<file path="config.mk">
export PLATFORM = sky130hd
export DESIGN_NAME = timer_sched_ctrl_flat
export DESIGN_NICKNAME = d
export VERILOG_FILES = /design/src/rtl/timer_sched_ctrl_if.sv /design/src/rtl/timer_sched_ctrl.sv /design/src/flat_wrapper.sv
export SDC_FILE = /design/constraint.sdc
export NUM_CORES = 1
export LEC_CHECK = 0
export CAP_MARGIN = 20
export CORE_ASPECT_RATIO = 1.25
export CORE_MARGIN = 5
export CORE_UTILIZATION = 46
export DETAILED_ROUTE_END_ITERATION = 10
export PLACE_DENSITY = 0.75
export RECOVER_POWER = 50
export SETUP_SLACK_MARGIN = 0.5
export SYNTH_ARGS = -nofsm -noshare
export SYNTH_HDL_FRONTEND = slang
export SYNTH_SLANG_ARGS = --single-unit
</file>
<file path="constraint.sdc">
create_clock -name clk -period 1.8 [get_ports clk]
set_input_delay 0.27 -clock clk [delete_from_list [all_inputs] [get_ports clk]]
set_output_delay 0.27 -clock clk [all_outputs]
set_load 0.005 [all_outputs]
</file>
<file path="src/rtl/timer_sched_ctrl_if.sv">
// Config/control bus of the prescaled timer controller.
// The master drives config and control; the slave returns status.
interface timer_sched_ctrl_if #(
    parameter int N  = 16,
    parameter int PW = 8
);
    logic          cfg_we;
    logic [N-1:0]  cfg_period;
    logic [PW-1:0] cfg_prescale;
    logic          cfg_mode;
    logic          start;
    logic          stop;
    logic          irq_ack;
    logic          busy;
    logic          tc;
    logic [N-1:0]  count;
    logic          irq;
    logic          ovf;
    logic          cfg_err;

    modport master (
        output cfg_we, cfg_period, cfg_prescale, cfg_mode,
        output start, stop, irq_ack,
        input  busy, tc, count, irq, ovf, cfg_err
    );

    modport slave (
        input  cfg_we, cfg_period, cfg_prescale, cfg_mode,
        input  start, stop, irq_ack,
        output busy, tc, count, irq, ovf, cfg_err
    );
endinterface

</file>
<file path="src/rtl/timer_sched_ctrl.sv">
// Prescaled up-counter timer, one-shot or periodic,
// with sticky irq/ovf and a one-cycle registered tc pulse.
module timer_sched_ctrl #(
    parameter int N  = 16,
    parameter int PW = 8
) (
    input logic               clk,
    input logic               reset,
    timer_sched_ctrl_if.slave bus
);
    typedef enum logic [1:0] {
        S_IDLE = 2'd0,
        S_RUN  = 2'd1,
        S_DONE = 2'd2
    } state_t;

    state_t        r_state;
    logic [N-1:0]  r_count;
    logic [PW-1:0] r_presc;
    logic [N-1:0]  r_period;
    logic [PW-1:0] r_prescale;
    logic          r_mode;
    logic          r_busy;
    logic          r_tc;
    logic          r_irq;
    logic          r_ovf;
    logic          r_cfg_err;

    logic w_tick;
    logic w_at_end;

    // Prescaler wrap and counter terminal compare (unsigned).
    always_comb begin
        w_tick   = (r_presc == r_prescale);
        w_at_end = (r_count == r_period);
    end

    // Control FSM with datapath and registered status outputs.
    always_ff @(posedge clk) begin
        if (reset) begin
            r_state    <= S_IDLE;
            r_count    <= '0;
            r_presc    <= '0;
            r_period   <= '0;
            r_prescale <= '0;
            r_mode     <= 1'b0;
            r_busy     <= 1'b0;
            r_tc       <= 1'b0;
            r_irq      <= 1'b0;
            r_ovf      <= 1'b0;
            r_cfg_err  <= 1'b0;
        end else begin
            r_tc      <= 1'b0;
            r_cfg_err <= 1'b0;
            // Ack first; a coincident terminal event below overrides irq.
            if (bus.irq_ack) begin
                r_irq <= 1'b0;
                r_ovf <= 1'b0;
            end
            unique case (r_state)
                S_IDLE, S_DONE: begin
                    if (bus.cfg_we) begin
                        r_period   <= bus.cfg_period;
                        r_prescale <= bus.cfg_prescale;
                        r_mode     <= bus.cfg_mode;
                    end
                    if (bus.start && !bus.stop) begin
                        r_state <= S_RUN;
                        r_busy  <= 1'b1;
                        r_count <= '0;
                        r_presc <= '0;
                    end
                end
                S_RUN: begin
                    if (bus.cfg_we) begin
                        r_cfg_err <= 1'b1;
                    end
                    if (bus.stop) begin
                        r_state <= S_IDLE;
                        r_busy  <= 1'b0;
                        r_presc <= '0;
                    end else if (w_tick) begin
                        r_presc <= '0;
                        if (w_at_end) begin
                            r_tc  <= 1'b1;
                            r_irq <= 1'b1;
                            if (r_irq && !bus.irq_ack) begin
                                r_ovf <= 1'b1;
                            end
                            if (r_mode) begin
                                r_count <= '0;
                            end else begin
                                r_state <= S_DONE;
                                r_busy  <= 1'b0;
                            end
                        end else begin
                            r_count <= r_count + 1'b1;
                        end
                    end else begin
                        r_presc <= r_presc + 1'b1;
                    end
                end
                default: begin
                    r_state <= S_IDLE;
                    r_busy  <= 1'b0;
                end
            endcase
        end
    end

    assign bus.busy    = r_busy;
    assign bus.tc      = r_tc;
    assign bus.count   = r_count;
    assign bus.irq     = r_irq;
    assign bus.ovf     = r_ovf;
    assign bus.cfg_err = r_cfg_err;
endmodule

</file>
<file path="src/flat_wrapper.sv">
// flat-port wrapper written by rule: the top's interface ports become plain ports
module timer_sched_ctrl_flat 
#(
    parameter int N  = 16,
    parameter int PW = 8
)
  (clk, reset, bus_cfg_we, bus_cfg_period, bus_cfg_prescale, bus_cfg_mode, bus_start, bus_stop, bus_irq_ack, bus_busy, bus_tc, bus_count, bus_irq, bus_ovf, bus_cfg_err);
  timer_sched_ctrl_if #(.N(N), .PW(PW)) bus_i ();
  input logic clk;
  input logic reset;
  input wire logic [$bits(bus_i.cfg_we)-1:0] bus_cfg_we;
  input wire logic [$bits(bus_i.cfg_period)-1:0] bus_cfg_period;
  input wire logic [$bits(bus_i.cfg_prescale)-1:0] bus_cfg_prescale;
  input wire logic [$bits(bus_i.cfg_mode)-1:0] bus_cfg_mode;
  input wire logic [$bits(bus_i.start)-1:0] bus_start;
  input wire logic [$bits(bus_i.stop)-1:0] bus_stop;
  input wire logic [$bits(bus_i.irq_ack)-1:0] bus_irq_ack;
  output wire logic [$bits(bus_i.busy)-1:0] bus_busy;
  output wire logic [$bits(bus_i.tc)-1:0] bus_tc;
  output wire logic [$bits(bus_i.count)-1:0] bus_count;
  output wire logic [$bits(bus_i.irq)-1:0] bus_irq;
  output wire logic [$bits(bus_i.ovf)-1:0] bus_ovf;
  output wire logic [$bits(bus_i.cfg_err)-1:0] bus_cfg_err;
  assign bus_i.cfg_we = bus_cfg_we;
  assign bus_i.cfg_period = bus_cfg_period;
  assign bus_i.cfg_prescale = bus_cfg_prescale;
  assign bus_i.cfg_mode = bus_cfg_mode;
  assign bus_i.start = bus_start;
  assign bus_i.stop = bus_stop;
  assign bus_i.irq_ack = bus_irq_ack;
  assign bus_busy = bus_i.busy;
  assign bus_tc = bus_i.tc;
  assign bus_count = bus_i.count;
  assign bus_irq = bus_i.irq;
  assign bus_ovf = bus_i.ovf;
  assign bus_cfg_err = bus_i.cfg_err;
  timer_sched_ctrl #(.N(N), .PW(PW)) u_core (.clk(clk), .reset(reset), .bus(bus_i));
endmodule
</file>
==> results.cfg <==
[status]
status = complete, no violations

[min_path]
holdPathEnd = u_core.r_period[10]
hold_depth = 2
hold_class = reg -> reg
min_from = u_core.r_period[10]

[cts]
cts.htree.levels = 2
cts_sinks = 56
root_buffer = clkbuf_8
ctsHoldBuffers = 0
clk_pin_slew_ns = 0.11
cts_tree = built
clk_latency_ns = 0.32
cts-buffers-inserted = 5
clk_path_buf_depth = 2

[floorplanning]
die_height_um = 95.4
rows = 31
die_area_um2 = 7470
initial_core_util_pct = 46.8
die_x_um = 78.3
io_pins = 52
coreArea_um2 = 5740

[final_layout]
layout-drive-gt1-share_pct = 33.3
nets = 459
final_common_cell = nand2_1
final_cell_area_um2 = 4200
fin_util_pct = 73.2
area_growth_pct = 56.4
antenna_cells = 0
mostFrequentLayoutCells = 62 x nand2_1, 32 x buf_4, 32 x dfxtp_1
n_fill_cell = 405

[power_and_ir_drop]
ir_drop_mv = 0.525
p_leak_nw = 1.75
powerDensity_nw_per_um2 = 617

[sta]
hold_slack_ns = 0.464
fin_crit_sh_pct = 95.6
finalSetupViolCount = 0
finalHoldViolations = 0
clock_skew_ns = 0.0108
rsz0062_at_grt = true
relSlewSlack_pct = 66.1
timing.final.crit_period_ns = 1.72
finalSetupTns_ns = 0
tightest_slew_ns = 0.508
drv_slew = 0
max_freq_ghz = 0.581

[global_routing]
grt_usage_pct = 22.5
grt_pass1_wl_um = 13100
grt_max_degree = 26
antenna_found_initial = 0
grt_pass1_vias = 2743
grt-ovfl-total = 0

[synthesis]
yosys_warnings = 0
syn_inst = 331
synth_area_leaders = dfxtp_1 42%, nand2_1 9.2%, xor2_1 6.8%, a21oi_1 5.0%, o221ai_1 3.9%
synthesis.nets = 364
netlist_area_um2 = 2690
async_reset_ff_share_pct = 0
synth_seq_cells = 56
syn_avg_cell_area_um2 = 8.11
synth_area_leader_cell = dfxtp_1
synth-edff-count = 0
synthFlopType = dfxtp_1
synth_cell_types = 45
synth_top_area_share_pct = 41.8
yosysSeqAreaShare_pct = 41.8

[route]
drt_iter0_drc = 174
firstDrtPassIters = 4
wl_per_cell_um = 17.0
vias = 2734
drc = 0
drtAntennaViolNets = 0
totalWireLength_um = 8380
avgViaCountPerCell = 5.55

[place]
gp_congestion = 0.827
hpwlAfterDp_um = 5330
io_buffers = 51
dpl_cell_area_um2 = 3590

[worst_setup_path]
worstSetupStartpointType = register
endpoint_kind = register
reg2reg_from = u_core.r_state[0]
cp_max_fo = 8
worstReg2RegEnd = u_core.bus.count[6]
worstPathArrival_ns = 1.92
reg2reg_setup_slack_ns = 0.08
rr_worst_depth = 5
required_ns = 2.00
critPathLaunch = u_core.r_state[0]
critPathKind = reg -> reg

[job]
maxCapViolations = 0
==> where the power goes <==
part           internal (mW)  total [mW]  switching, mW
logic                  0.215       0.439          0.224
registers               1.27        1.30         0.0330
clock network          0.421       0.854          0.433
total                   1.90        2.59          0.690
==> worst max-delay path, stage by stage, from the launching register on <==
cell,delay [ns]
dfxtp_1,0.42
and2b_2,0.26
nand2b_1,0.19
nor3_4,0.31
o22a_4,0.29
o221ai_1,0.12
==> cell families (layout without fill, tap and decap cells) <==
| logic type | Yosys count | in the layout | synth area share [%] |
|---|---|---|---|
| simple gates | 143 | 144 | 26.5 |
| compound gates | 60 | 61 | 14.6 |
| flops | 56 | 56 | 41.8 |
| buf+inv | 37 | 131 | 5.36 |
| xor+xnor | 31 | 31 | 10.1 |
| fa+ha+maj | 2 | 2 | 0.932 |
| mux | 2 | 2 | 0.746 |
==> registers in the layout (all words and copies together) (netlist names), 2 cells and up <==
name and flops:
u_core.r_prescale 8, u_core.r_state 2, u_core.r_period 16, u_core.r_presc 8, u_core.bus.count 16
==> worst max path at each step <==
stage                           end  cells past startpoint
3_5_place_dp   u_core.bus.count[14]                      5
4_1_cts        u_core.bus.count[15]                      6
5_1_grt         u_core.bus.count[7]                      5
3_3_place_gp    u_core.bus.count[2]                      5
2_1_floorplan   u_core.bus.count[6]                      6
6_report        u_core.bus.count[6]                      5
==> area by class of cell <==
cell class	instances	area (µm²)	share of cell area, %
Clock buffer	5	68.8	1.64
Clock inverter	3	45.0	1.07
Inverter	17	63.8	1.52
Multi-Input combinational cell	240	1770	42.2
Sequential cell	56	1180	28.0
Tap cell	66	82.6	1.97
Timing Repair Buffer	106	992	23.6
==> per-layer routing <==
| layer | track usage (%) | part of all wire [%] | vias up |
|---|---|---|---|
| met2 | 40.2 | 53 | 80 |
| met4 | 11.1 | 3.4 | 0 |
| met3 | 4.25 | 4.6 | 25 |
| li1 | - | - | 1336 |
| met5 | 0 | 0 | - |
| met1 | 25.6 | 39 | 1293 |
==> through the flow <==
stage | power [mW] | setup WS [ns] | cells
floorplan | 1.52 | 0.210 | 331
global placement | 1.66 | -0.0496 | 464
detailed placement | 1.67 | -0.0785 | 464
CTS | 2.57 | 0.0851 | 488
global route | 2.69 | 0.0338 | 493
finish | 2.59 | 0.0786 | 493
==> cell usage after synthesis, types with 2 or more instances <==
| cell type | count |
|---|---|
| xnor2_1 | 10 |
| nand3_1 | 9 |
| mux2i_1 | 2 |
| nand2_1 | 66 |
| nor4_1 | 7 |
| o21ai_0 | 7 |
| nor3_1 | 4 |
| and3_1 | 2 |
| xor2_1 | 21 |
| a31oi_1 | 2 |
| nor2b_1 | 4 |
| a21o_1 | 2 |
| o2111ai_1 | 2 |
| a21oi_1 | 27 |
| o21a_1 | 2 |
| nor2_1 | 17 |
| o221ai_1 | 12 |
| ha_1 | 2 |
| dfxtp_1 | 56 |
| nand4_1 | 13 |
| clkbuf_1 | 15 |
| nand2b_1 | 5 |
| or2_2 | 3 |
| buf_2 | 4 |
| inv_1 | 17 |
==> what timing repair did <==
action	CTS	global route
resized for setup	73	64
hold endpoints to repair	0	0
pin swaps	17	17
setup endpoints to repair	51	44
cloned	2	1
setup buffers	14	4
Note: power is estimated with default switching activity, not from simulation.
